<file path="src/rtl/core_ctrl_pkg.sv">
// core_ctrl_pkg
// Shared control-path types for the RV32I cores (multi-cycle and single-cycle).
// Contents:
//   ctrl_state_t  - multi-cycle controller state encoding (4-bit)
//   alu_ctrl_t    - ALU operation select driven onto ALUControl
//   imm_src_t     - immediate format select
//   result_src_t  - Result bus source select
//   srca_t/srcb_t - ALU operand selects
//   alu_op_t      - coarse ALU class handed from the FSM to the ALU decoder
//   opcode / funct3 localparams and a request-state helper

package core_ctrl_pkg;

    typedef enum logic [3:0] {
        ST_FETCH    = 4'd0,
        ST_DECODE   = 4'd1,
        ST_MEMADR   = 4'd2,
        ST_MEMREAD  = 4'd3,
        ST_MEMWB    = 4'd4,
        ST_MEMWRITE = 4'd5,
        ST_EXECR    = 4'd6,
        ST_EXECI    = 4'd7,
        ST_ALUWB    = 4'd8,
        ST_BRANCH   = 4'd9,
        ST_JALRADR  = 4'd10,
        ST_JUMP     = 4'd11,
        ST_LUI      = 4'd12,
        ST_FAULT    = 4'd13
    } ctrl_state_t;

    typedef enum logic [2:0] {
        ALU_ADD = 3'b000,
        ALU_SUB = 3'b001,
        ALU_AND = 3'b010,
        ALU_OR  = 3'b011,
        ALU_LUI = 3'b100,
        ALU_SLT = 3'b101,
        ALU_SLL = 3'b110
    } alu_ctrl_t;

    typedef enum logic [2:0] {
        IMM_I = 3'b000,
        IMM_B = 3'b001,
        IMM_S = 3'b010,
        IMM_U = 3'b011,
        IMM_J = 3'b100
    } imm_src_t;

    typedef enum logic [1:0] {
        RES_ALUOUT    = 2'b00,
        RES_DATA      = 2'b01,
        RES_ALURESULT = 2'b10
    } result_src_t;

    typedef enum logic [1:0] {
        SRCA_PC    = 2'b00,
        SRCA_OLDPC = 2'b01,
        SRCA_RD1   = 2'b10
    } srca_t;

    typedef enum logic [1:0] {
        SRCB_RD2  = 2'b00,
        SRCB_IMM  = 2'b01,
        SRCB_FOUR = 2'b10
    } srcb_t;

    // ALUOP_FUNCT defers the choice to funct3/funct7; the others are fixed.
    typedef enum logic [1:0] {
        ALUOP_ADD   = 2'b00,
        ALUOP_SUB   = 2'b01,
        ALUOP_FUNCT = 2'b10,
        ALUOP_LUI   = 2'b11
    } alu_op_t;

    localparam logic [6:0] OP_LOAD   = 7'b0000011;
    localparam logic [6:0] OP_STORE  = 7'b0100011;
    localparam logic [6:0] OP_RTYPE  = 7'b0110011;
    localparam logic [6:0] OP_ITYPE  = 7'b0010011;
    localparam logic [6:0] OP_BRANCH = 7'b1100011;
    localparam logic [6:0] OP_JAL    = 7'b1101111;
    localparam logic [6:0] OP_JALR   = 7'b1100111;
    localparam logic [6:0] OP_LUI    = 7'b0110111;

    localparam logic [2:0] F3_ADD = 3'b000;
    localparam logic [2:0] F3_SLL = 3'b001;
    localparam logic [2:0] F3_SLT = 3'b010;
    localparam logic [2:0] F3_OR  = 3'b110;
    localparam logic [2:0] F3_AND = 3'b111;
    localparam logic [2:0] F3_BEQ = 3'b000;
    localparam logic [2:0] F3_BNE = 3'b001;

    // States that hold a request open to the unified memory.
    function automatic logic is_mem_request_state(input ctrl_state_t s);
        return (s == ST_FETCH) || (s == ST_MEMREAD) || (s == ST_MEMWRITE);
    endfunction

endpackage

</file>
<file path="src/rtl/alu_decoder.sv">
// alu_decoder
// Combinational translation of the FSM's coarse ALU class into ALUControl.
// Ports:
//   alu_op      in   ALU class from the controller FSM
//   funct3      in   IR[14:12]
//   funct7      in   IR[30]
//   op5         in   IR[5]; distinguishes R-type (SUB possible) from I-type
//   alu_control out  ALU operation select

module alu_decoder
    import core_ctrl_pkg::*;
(
    input  alu_op_t     alu_op,
    input  logic [2:0]  funct3,
    input  logic        funct7,
    input  logic        op5,
    output alu_ctrl_t   alu_control
);

    // Unsupported funct3 codes quietly fall back to ADD rather than faulting.
    always_comb begin
        alu_control = ALU_ADD;
        case (alu_op)
            ALUOP_ADD: alu_control = ALU_ADD;
            ALUOP_SUB: alu_control = ALU_SUB;
            ALUOP_LUI: alu_control = ALU_LUI;
            ALUOP_FUNCT: begin
                case (funct3)
                    F3_ADD:  alu_control = (funct7 && op5) ? ALU_SUB : ALU_ADD;
                    F3_SLL:  alu_control = ALU_SLL;
                    F3_SLT:  alu_control = ALU_SLT;
                    F3_OR:   alu_control = ALU_OR;
                    F3_AND:  alu_control = ALU_AND;
                    default: alu_control = ALU_ADD;
                endcase
            end
            default: alu_control = ALU_ADD;
        endcase
    end

endmodule

</file>
<file path="src/rtl/multicycle_controller.sv">
// multicycle_controller
// Sequencing FSM for the multi-cycle RV32I core (shared ALU, unified memory).
// Steps the datapath one state per cycle, handles the memory ready handshake
// with a wait-cycle timeout, raises a sticky fault and counts retirements.
// Ports:
//   clk_i, rst_i          clock; synchronous active-high reset
//   op_i/funct3_i/funct7_i  instruction fields from the IR
//   Zero_i                ALU zero flag (same cycle)
//   mem_ready_i           memory completes the current request
//   MemReq_o/MemWrite_o/AdrSrc_o      memory request controls
//   IRWrite_o/PCWrite_o/RegWrite_o    architectural write strobes
//   ALUSrcA_o/ALUSrcB_o/ALUControl_o/ImmSrc_o/ResultSrc_o  datapath selects
//   InstrRetired_o/RetireCount_o      retire pulse and wrapping count
//   Fault_o               sticky fault flag

module multicycle_controller
    import core_ctrl_pkg::*;
#(
    parameter int TIMEOUT_CYCLES = 255,
    parameter int TIMEOUT_W      = 8,
    parameter int RETIRE_W       = 32
) (
    input  logic                clk_i,
    input  logic                rst_i,
    input  logic [6:0]          op_i,
    input  logic [2:0]          funct3_i,
    input  logic                funct7_i,
    input  logic                Zero_i,
    input  logic                mem_ready_i,
    output logic                MemReq_o,
    output logic                MemWrite_o,
    output logic                AdrSrc_o,
    output logic                IRWrite_o,
    output logic                PCWrite_o,
    output logic                RegWrite_o,
    output logic [1:0]          ALUSrcA_o,
    output logic [1:0]          ALUSrcB_o,
    output logic [2:0]          ALUControl_o,
    output logic [2:0]          ImmSrc_o,
    output logic [1:0]          ResultSrc_o,
    output logic                InstrRetired_o,
    output logic [RETIRE_W-1:0] RetireCount_o,
    output logic                Fault_o
);

    localparam logic                 TIMEOUT_EN    = (TIMEOUT_CYCLES != 0);
    localparam logic [TIMEOUT_W-1:0] TIMEOUT_LIMIT = TIMEOUT_W'(TIMEOUT_CYCLES);

    ctrl_state_t          state;
    ctrl_state_t          state_next;
    logic [TIMEOUT_W-1:0] wait_cnt;
    logic [TIMEOUT_W-1:0] wait_cnt_next;
    logic                 timeout_hit;

    logic        mem_req;
    logic        mem_write;
    logic        adr_src;
    logic        ir_write;
    logic        pc_write;
    logic        reg_write;
    logic        retired;
    srca_t       srca;
    srcb_t       srcb;
    alu_op_t     alu_op;
    imm_src_t    imm_src;
    result_src_t result_src;
    alu_ctrl_t   alu_ctrl;

    alu_decoder u_alu_decoder (
        .alu_op      (alu_op),
        .funct3      (funct3_i),
        .funct7      (funct7_i),
        .op5         (op_i[5]),
        .alu_control (alu_ctrl)
    );

    // A request that reaches the wait limit without ready is abandoned.
    assign timeout_hit = TIMEOUT_EN && (wait_cnt == TIMEOUT_LIMIT) && !mem_ready_i;

    // State register and wait counter.
    always_ff @(posedge clk_i) begin
        if (rst_i) begin
            state    <= ST_FETCH;
            wait_cnt <= '0;
        end else begin
            state    <= state_next;
            wait_cnt <= wait_cnt_next;
        end
    end

    // Retire counter; wraps naturally at 2^RETIRE_W.
    always_ff @(posedge clk_i) begin
        if (rst_i) begin
            RetireCount_o <= '0;
        end else if (retired) begin
            RetireCount_o <= RetireCount_o + 1'b1;
        end
    end

    // The wait counter only runs while a request stays open and unanswered.
    always_comb begin
        wait_cnt_next = '0;
        if (is_mem_request_state(state) && !mem_ready_i && (state_next == state)) begin
            wait_cnt_next = wait_cnt + 1'b1;
        end
    end

    // Next-state and per-state output decode.
    always_comb begin
        state_next = state;
        mem_req    = 1'b0;
        mem_write  = 1'b0;
        adr_src    = 1'b0;
        ir_write   = 1'b0;
        pc_write   = 1'b0;
        reg_write  = 1'b0;
        retired    = 1'b0;
        srca       = SRCA_PC;
        srcb       = SRCB_RD2;
        alu_op     = ALUOP_ADD;
        imm_src    = IMM_I;
        result_src = RES_ALUOUT;

        case (state)
            ST_FETCH: begin
                mem_req = 1'b1;
                if (mem_ready_i) begin
                    // PC+4 goes straight from the ALU onto the Result bus.
                    ir_write   = 1'b1;
                    pc_write   = 1'b1;
                    srcb       = SRCB_FOUR;
                    result_src = RES_ALURESULT;
                    state_next = ST_DECODE;
                end else if (timeout_hit) begin
                    state_next = ST_FAULT;
                end
            end

            ST_DECODE: begin
                // Speculatively form the branch target into ALUOut.
                srca    = SRCA_OLDPC;
                srcb    = SRCB_IMM;
                imm_src = IMM_B;
                case (op_i)
                    OP_LOAD, OP_STORE: state_next = ST_MEMADR;
                    OP_RTYPE:          state_next = ST_EXECR;
                    OP_ITYPE:          state_next = ST_EXECI;
                    OP_BRANCH: begin
                        if ((funct3_i == F3_BEQ) || (funct3_i == F3_BNE)) begin
                            state_next = ST_BRANCH;
                        end else begin
                            state_next = ST_FAULT;
                        end
                    end
                    OP_JAL:            state_next = ST_JUMP;
                    OP_JALR:           state_next = ST_JALRADR;
                    OP_LUI:            state_next = ST_LUI;
                    default:           state_next = ST_FAULT;
                endcase
            end

            ST_MEMADR: begin
                srca       = SRCA_RD1;
                srcb       = SRCB_IMM;
                imm_src    = op_i[5] ? IMM_S : IMM_I;
                state_next = op_i[5] ? ST_MEMWRITE : ST_MEMREAD;
            end

            ST_MEMREAD: begin
                mem_req = 1'b1;
                adr_src = 1'b1;
                if (mem_ready_i) begin
                    state_next = ST_MEMWB;
                end else if (timeout_hit) begin
                    state_next = ST_FAULT;
                end
            end

            ST_MEMWB: begin
                result_src = RES_DATA;
                reg_write  = 1'b1;
                retired    = 1'b1;
                state_next = ST_FETCH;
            end

            ST_MEMWRITE: begin
                mem_req   = 1'b1;
                mem_write = 1'b1;
                adr_src   = 1'b1;
                if (mem_ready_i) begin
                    retired    = 1'b1;
                    state_next = ST_FETCH;
                end else if (timeout_hit) begin
                    state_next = ST_FAULT;
                end
            end

            ST_EXECR: begin
                srca       = SRCA_RD1;
                srcb       = SRCB_RD2;
                alu_op     = ALUOP_FUNCT;
                state_next = ST_ALUWB;
            end

            ST_EXECI: begin
                srca       = SRCA_RD1;
                srcb       = SRCB_IMM;
                imm_src    = IMM_I;
                alu_op     = ALUOP_FUNCT;
                state_next = ST_ALUWB;
            end

            ST_ALUWB: begin
                result_src = RES_ALUOUT;
                reg_write  = 1'b1;
                retired    = 1'b1;
                state_next = ST_FETCH;
            end

            ST_BRANCH: begin
                // funct3[0] inverts the sense: BEQ takes on zero, BNE on non-zero.
                srca       = SRCA_RD1;
                srcb       = SRCB_RD2;
                alu_op     = ALUOP_SUB;
                result_src = RES_ALUOUT;
                pc_write   = Zero_i ^ funct3_i[0];
                retired    = 1'b1;
                state_next = ST_FETCH;
            end

            ST_JALRADR: begin
                srca       = SRCA_RD1;
                srcb       = SRCB_IMM;
                imm_src    = IMM_I;
                state_next = ST_JUMP;
            end

            ST_JUMP: begin
                // Target from ALUOut into PC while the ALU forms OldPC+4 for rd.
                pc_write   = 1'b1;
                result_src = RES_ALUOUT;
                srca       = SRCA_OLDPC;
                srcb       = SRCB_FOUR;
                state_next = ST_ALUWB;
            end

            ST_LUI: begin
                srca       = SRCA_RD1;
                srcb       = SRCB_IMM;
                imm_src    = IMM_U;
                alu_op     = ALUOP_LUI;
                state_next = ST_ALUWB;
            end

            ST_FAULT: begin
                state_next = ST_FAULT;
            end

            default: begin
                state_next = ST_FAULT;
            end
        endcase
    end

    // Everything is forced quiet while reset is held so an in-flight
    // request is dropped without a partial write.
    assign MemReq_o       = mem_req   & ~rst_i;
    assign MemWrite_o     = mem_write & ~rst_i;
    assign AdrSrc_o       = adr_src   & ~rst_i;
    assign IRWrite_o      = ir_write  & ~rst_i;
    assign PCWrite_o      = pc_write  & ~rst_i;
    assign RegWrite_o     = reg_write & ~rst_i;
    assign InstrRetired_o = retired   & ~rst_i;
    assign ALUSrcA_o      = rst_i ? 2'b00 : srca;
    assign ALUSrcB_o      = rst_i ? 2'b00 : srcb;
    assign ALUControl_o   = rst_i ? 3'b000 : alu_ctrl;
    assign ImmSrc_o       = rst_i ? 3'b000 : imm_src;
    assign ResultSrc_o    = rst_i ? 2'b00 : result_src;
    assign Fault_o        = (state == ST_FAULT) & ~rst_i;

endmodule

</file>
<file path="config.mk">
export PLATFORM = sky130hd
export DESIGN_NAME = multicycle_controller
export DESIGN_NICKNAME = d
export VERILOG_FILES = /design/src/rtl/core_ctrl_pkg.sv /design/src/rtl/alu_decoder.sv /design/src/rtl/multicycle_controller.sv
export SDC_FILE = /design/constraint.sdc
export NUM_CORES = 1
export LEC_CHECK = 0
export CORE_MARGIN = 2
export CORE_UTILIZATION = 40
export DETAILED_ROUTE_END_ITERATION = 10
export PLACE_DENSITY = 0.74
export RECOVER_POWER = 25
export SYNTH_ARGS = -nofsm -noshare
export SYNTH_HDL_FRONTEND = slang
export SYNTH_SLANG_ARGS = --single-unit
</file>
<file path="constraint.sdc">
create_clock -name clk_i -period 6.65 [get_ports clk_i]
set_input_delay 1.6625 -clock clk_i [delete_from_list [all_inputs] [get_ports clk_i]]
set_output_delay 1.6625 -clock clk_i [all_outputs]
set_load 0.05 [all_outputs]
</file>
---- Yosys cells after proc, flatten, opt, wreduce, memory -nomap -nowiden ----
Index checks and enable logic that the tools add are counted.
storage, ports and cells
  logic and storage cells ................. 99
  output and inout port bits .............. 52
  register bits after elaboration ......... 44
  input port bits ......................... 15
cells by class
  equality and inequality tests ........... 30
  bitwise gates (word level) .............. 11
  mux-type cells .......................... 31
  reduce and logical (&&, ||, !) cells .... 22
  $add $sub $neg .......................... 2
operators by type and width
  operator                                       count
  adder 32 x 1 -> 32 bit, second input constant  1
  case mux 4 bit (8 select lines)                1
  case mux 4 bit (7 select lines)                1
  == test 4 bit, second input constant           6
  == test 7 x 6 -> 1 bit, second input constant  3
  == test 7 bit, second input constant           3
  case mux 2 bit (3 select lines)                3
  == test 4 x 3 -> 1 bit, second input constant  4
  2-to-1 mux 4 bit                               4
  case mux 3 bit (5 select lines)                1
  2-to-1 mux 3 bit                               4
  case mux 3 bit (4 select lines)                1
  OR reduction 2 bit                             6
  2-to-1 mux 2 bit                               5
  adder 8 x 1 -> 8 bit, second input constant    1
  bitwise AND 1 bit                              8
  == test 4 x 2 -> 1 bit, second input constant  2
  == test 8 bit, second input constant           1
  case mux 2 bit (2 select lines)                2
  == test 7 x 2 -> 1 bit, second input constant  1
  == test 7 x 5 -> 1 bit, second input constant  1
  2-to-1 mux 1 bit                               7
  == test 3 bit, second input constant           2
  OR reduction 3 bit                             2
  other kinds (19)                               26

---- Longest topological paths before layout ----
  depth after elaboration ................. 9
  gate-level depth with buffers ........... 7
  depth with buffers taken out ............ 6

---- Hierarchy ----
From an unflattened synthesis, not the netlist that was laid out.
unflattened totals
  cell total of the unflattened synthesis .. 344
  area total of the unflattened synthesis .. 2705.1 um2
by module, submodules not included
  module                 area each (um2)  times used  cells each
  multicycle_controller  2628.8           1           333
  alu_decoder            76.3             1           11

---- Least setup slack after synthesis ----
Ideal clock, no wire load.
  kind .................................... input to output
  start ................................... input port rst_i
  end ..................................... output port RegWrite_o
  arrival ................................. 4236 ps
  cell stages on the path ................. 2
  setup slack ............................. 751 ps
  cell sequence ........................... clkbuf_1 > a2111oi_0
between the ends
  longest elaborated chain between the ends .. 2
RTL lines
  what               line                          text
  start, declared    multicycle_controller.sv:24   input logic rst_i,
  NOT 1 bit          multicycle_controller.sv:272  assign RegWrite_o = reg_write & ~rst_i;
  bitwise AND 1 bit  multicycle_controller.sv:272
  end, declared      multicycle_controller.sv:35   output logic RegWrite_o,
Every way passes these cells.

---- Worst setup path in the final report ----
  start ................................... input port mem_ready_i
  end ..................................... output port InstrRetired_o
between the ends
  longest elaborated chain between the ends .. 3
RTL lines
  what                             line                          text
  start, declared                  multicycle_controller.sv:29   input logic mem_ready_i,
  2-to-1 mux 1 bit                 multicycle_controller.sv:190  if (mem_ready_i) begin
  case mux 1 bit (2 select lines)  multicycle_controller.sv:124  case (state)
  bitwise AND 1 bit                multicycle_controller.sv:273  assign InstrRetired_o = retired & ~rst_i;
  end, declared                    multicycle_controller.sv:41   output logic InstrRetired_o,
Every way passes these cells.

==> run metrics <==
count of nets after finishing=403; Logic pwr share=0.382; Detailed Route Iter0 Violations=103; cell with the most instances after synthesis=dfxtp_1; Mean Syn Cell Area=around 7.7 um2; Post-CTS Setup Bufs=0; CP required=4.99 ns; hold_ws=0.472 ns; ys async rst share=0; Die H=84.4 um; Total Neg Setup Slack=0 ns; drt pass-1 iters=4; yosys warns=0; post-route ant nets=0; Power Total=805 uW; Synth area leaders=dfxtp_1 (34%), xor2_1 (5.8%), nor2_1 (5.7%); Slew Limit Fails=0; number of CTS-inserted buffers=5; mux cell area share after synthesis=0.0121; FMAX=0.174 GHz; final instance area=3340 um2; layout cells sized above 1=0.0620; vias in the first global route=2300; CP Capture Type=output pin; status=complete, no violations; Hold Path Class=reg -> reg; Worst EP arrival=4.08 ns; post-layout utilization of the core=0.530; Netlist cell types=58; Final Hold Viols=0; RSZ-0062 raised after global routing=false; PD cells=241 nW/um2; Synth Area in Adders=0.00969; Setup Skew=just over 0.005 ns; Tcrit/Tclk final=0.864; Compound-Gate Fraction of Synth Area=0.164; Syn Inst Count=approximately 330; clock latency on the worst-skew pair=0.30 ns; Pleak=1.11 nW; PostCTS Resize Cnt=0; initial antenna violation count=0; Initial Utilization=0.409; Total GRT Usage=0.171; Seq pwr share=0.398; Residual DRC=0; core area=between 6000 and 7000 um2; max_cap viols=0; IO Pins=67; hold_buf cts=0; post-synth top area share=0.341; synthesized cell area=about 2600 um2; antenna diode count=0; Vias=2542; Mapped Nets=approximately 350; register area share after synthesis=0.341; CTS H-tree lvls=2; synth cell count leaders=dfxtp_1 (44), nor2_1 (39), nand2_1 (27); Clock power frac=0.220; net switching power=331 uW; clock sinks=44; post-DP HPWL=4370 um; CTS tree=done; total grt overflow=0; Clock Tree Root=clkbuf_8; Peak VDD IR=0.000217 V; Startpoint Class=input pin; wire length per cell=13.3 um; largest family of logic cells by synthesized area=simple AND/OR/NAND/NOR gates; XOR/XNOR share of the synthesized area=0.0847; largest net degree at the start of global routing=60; drt via density=5.48; leading area contributor after synthesis=dfxtp_1; final wirelength=roughly 6200 um; Placer Congestion=~0.87; Area Overhead vs Synth=29.4%; Seq cells post-synth=44; total die area=7120 um2; Port Buf Inserts=65; worst-path fanout max=16; Post-synth EDFFs=0; Slew headroom=0.302; CTS max path bufs=2; Min Clock Period, post-route=5.75 ns; cell row count=29; Internal=474 uW; Die W=84.4 um; Reg clk slew, reported paths=0.08 ns; simple-gate portion of the synthesized area=0.338; Crit Path Class=in -> out; Worst-Margin Slew=1.05 ns; DP Area=3250 um2; Top FF cell, synth=dfxtp_1; first-pass GRT wire length=10300 um; switching portion of total power=0.411; endpoints failing setup=0
cell usage in the layout, fill, tap and decap left out, types with 6 or more instances in the layout:
cell | synthesis | routed
dfxtp_1 | 44 | 44
or3_1 | 12 | 12
nand4_1 | 8 | 8
nor2b_1 | 9 | 9
nor2_1 | 39 | 39
nand2_1 | 27 | 27
nand3_1 | 12 | 12
clkbuf_8 | 0 | 6
clkdlybuf4s50_1 | 0 | 61
or4_1 | 7 | 7
o31ai_1 | 7 | 7
nor3_1 | 13 | 13
xnor2_1 | 8 | 8
xor2_1 | 17 | 17
o21ai_0 | 16 | 16
a21oi_1 | 22 | 22
inv_1 | 9 | 9
worst paths after layout:
kind | cells past startpoint | slack [ns] | from | to
setup / recovery | 7 | 0.90 | mem_ready_i | InstrRetired_o
hold / removal | 1 | 0.47 | wait_cnt[0]$_SDFF_PP0_ | wait_cnt[0]$_SDFF_PP0_
setup reg to reg | 6 | 3.89 | state[2]$_SDFF_PP0_ | RetireCount_o[29]$_SDFFE_PP0P_
hold reg to reg | 1 | 0.47 | wait_cnt[0]$_SDFF_PP0_ | wait_cnt[0]$_SDFF_PP0_
cell type report:
class | count | area [um2]
clock buffer | 7 | 86.3
clock inverter | 1 | 7.51
tap | 77 | 96.3
multi-input combinational | 259 | 1580
fill | 624 | 2970
timing repair buffer | 67 | 661
inverter | 9 | 33.8
sequential | 44 | 881
sequential cells by signal (all words and copies together) (netlist names):
register       flops
RetireCount_o     32
state              4
wait_cnt           8
per-stage QoR:
| stage | instances | worst slack, ns |
|---|---|---|
| 6_report | 464 | 0.904 |
| 5_1_grt | 464 | 0.803 |
| 4_1_cts | 464 | 0.981 |
| 3_5_place_dp | 456 | 0.977 |
| 3_3_place_gp | 456 | 0.999 |
| 2_1_floorplan | 334 | 0.751 |
critical path: stages:
cell and delay (ns):
dlygate4sd3_1 0.72, nor2b_1 0.10, o21ai_2 0.11, buf_4 0.22
nor2b_1 0.29, nor2b_1 0.17, clkdlybuf4s50_1 0.82
power groups by stage:
| stage | sequential (mW) | clock (mW) | combinational (mW) |
|---|---|---|---|
| after floorplan | 0.309 | 0 | 0.240 |
| after global placement | 0.325 | 0 | 0.305 |
| after detailed placement | 0.326 | 0 | 0.308 |
| after CTS | 0.320 | 0.180 | 0.309 |
| after global routing | 0.326 | 0.191 | 0.331 |
| final | 0.321 | 0.177 | 0.307 |
per-layer routing:
metal	vias to the layer above	track usage	share of wire
met5	-	0	0
met4	0	0.0505	0.011
met3	7	0.0344	0.036
met2	45	0.295	0.49
met1	1186	0.218	0.46
li1	1304	-	-
kinds of logic (layout without fill, tap and decap cells):
group	count (synthesis)	in the layout
AND/OR/NAND/NOR	161	161
AO/OA/AOI/OAI	67	67
flip-flops	44	44
buffers and inverters	31	84
XOR/XNOR	25	25
multiplexers	3	3
adder cells (fa/ha/maj)	2	2
other	1	1
Power figures use the tool's default switching activity.
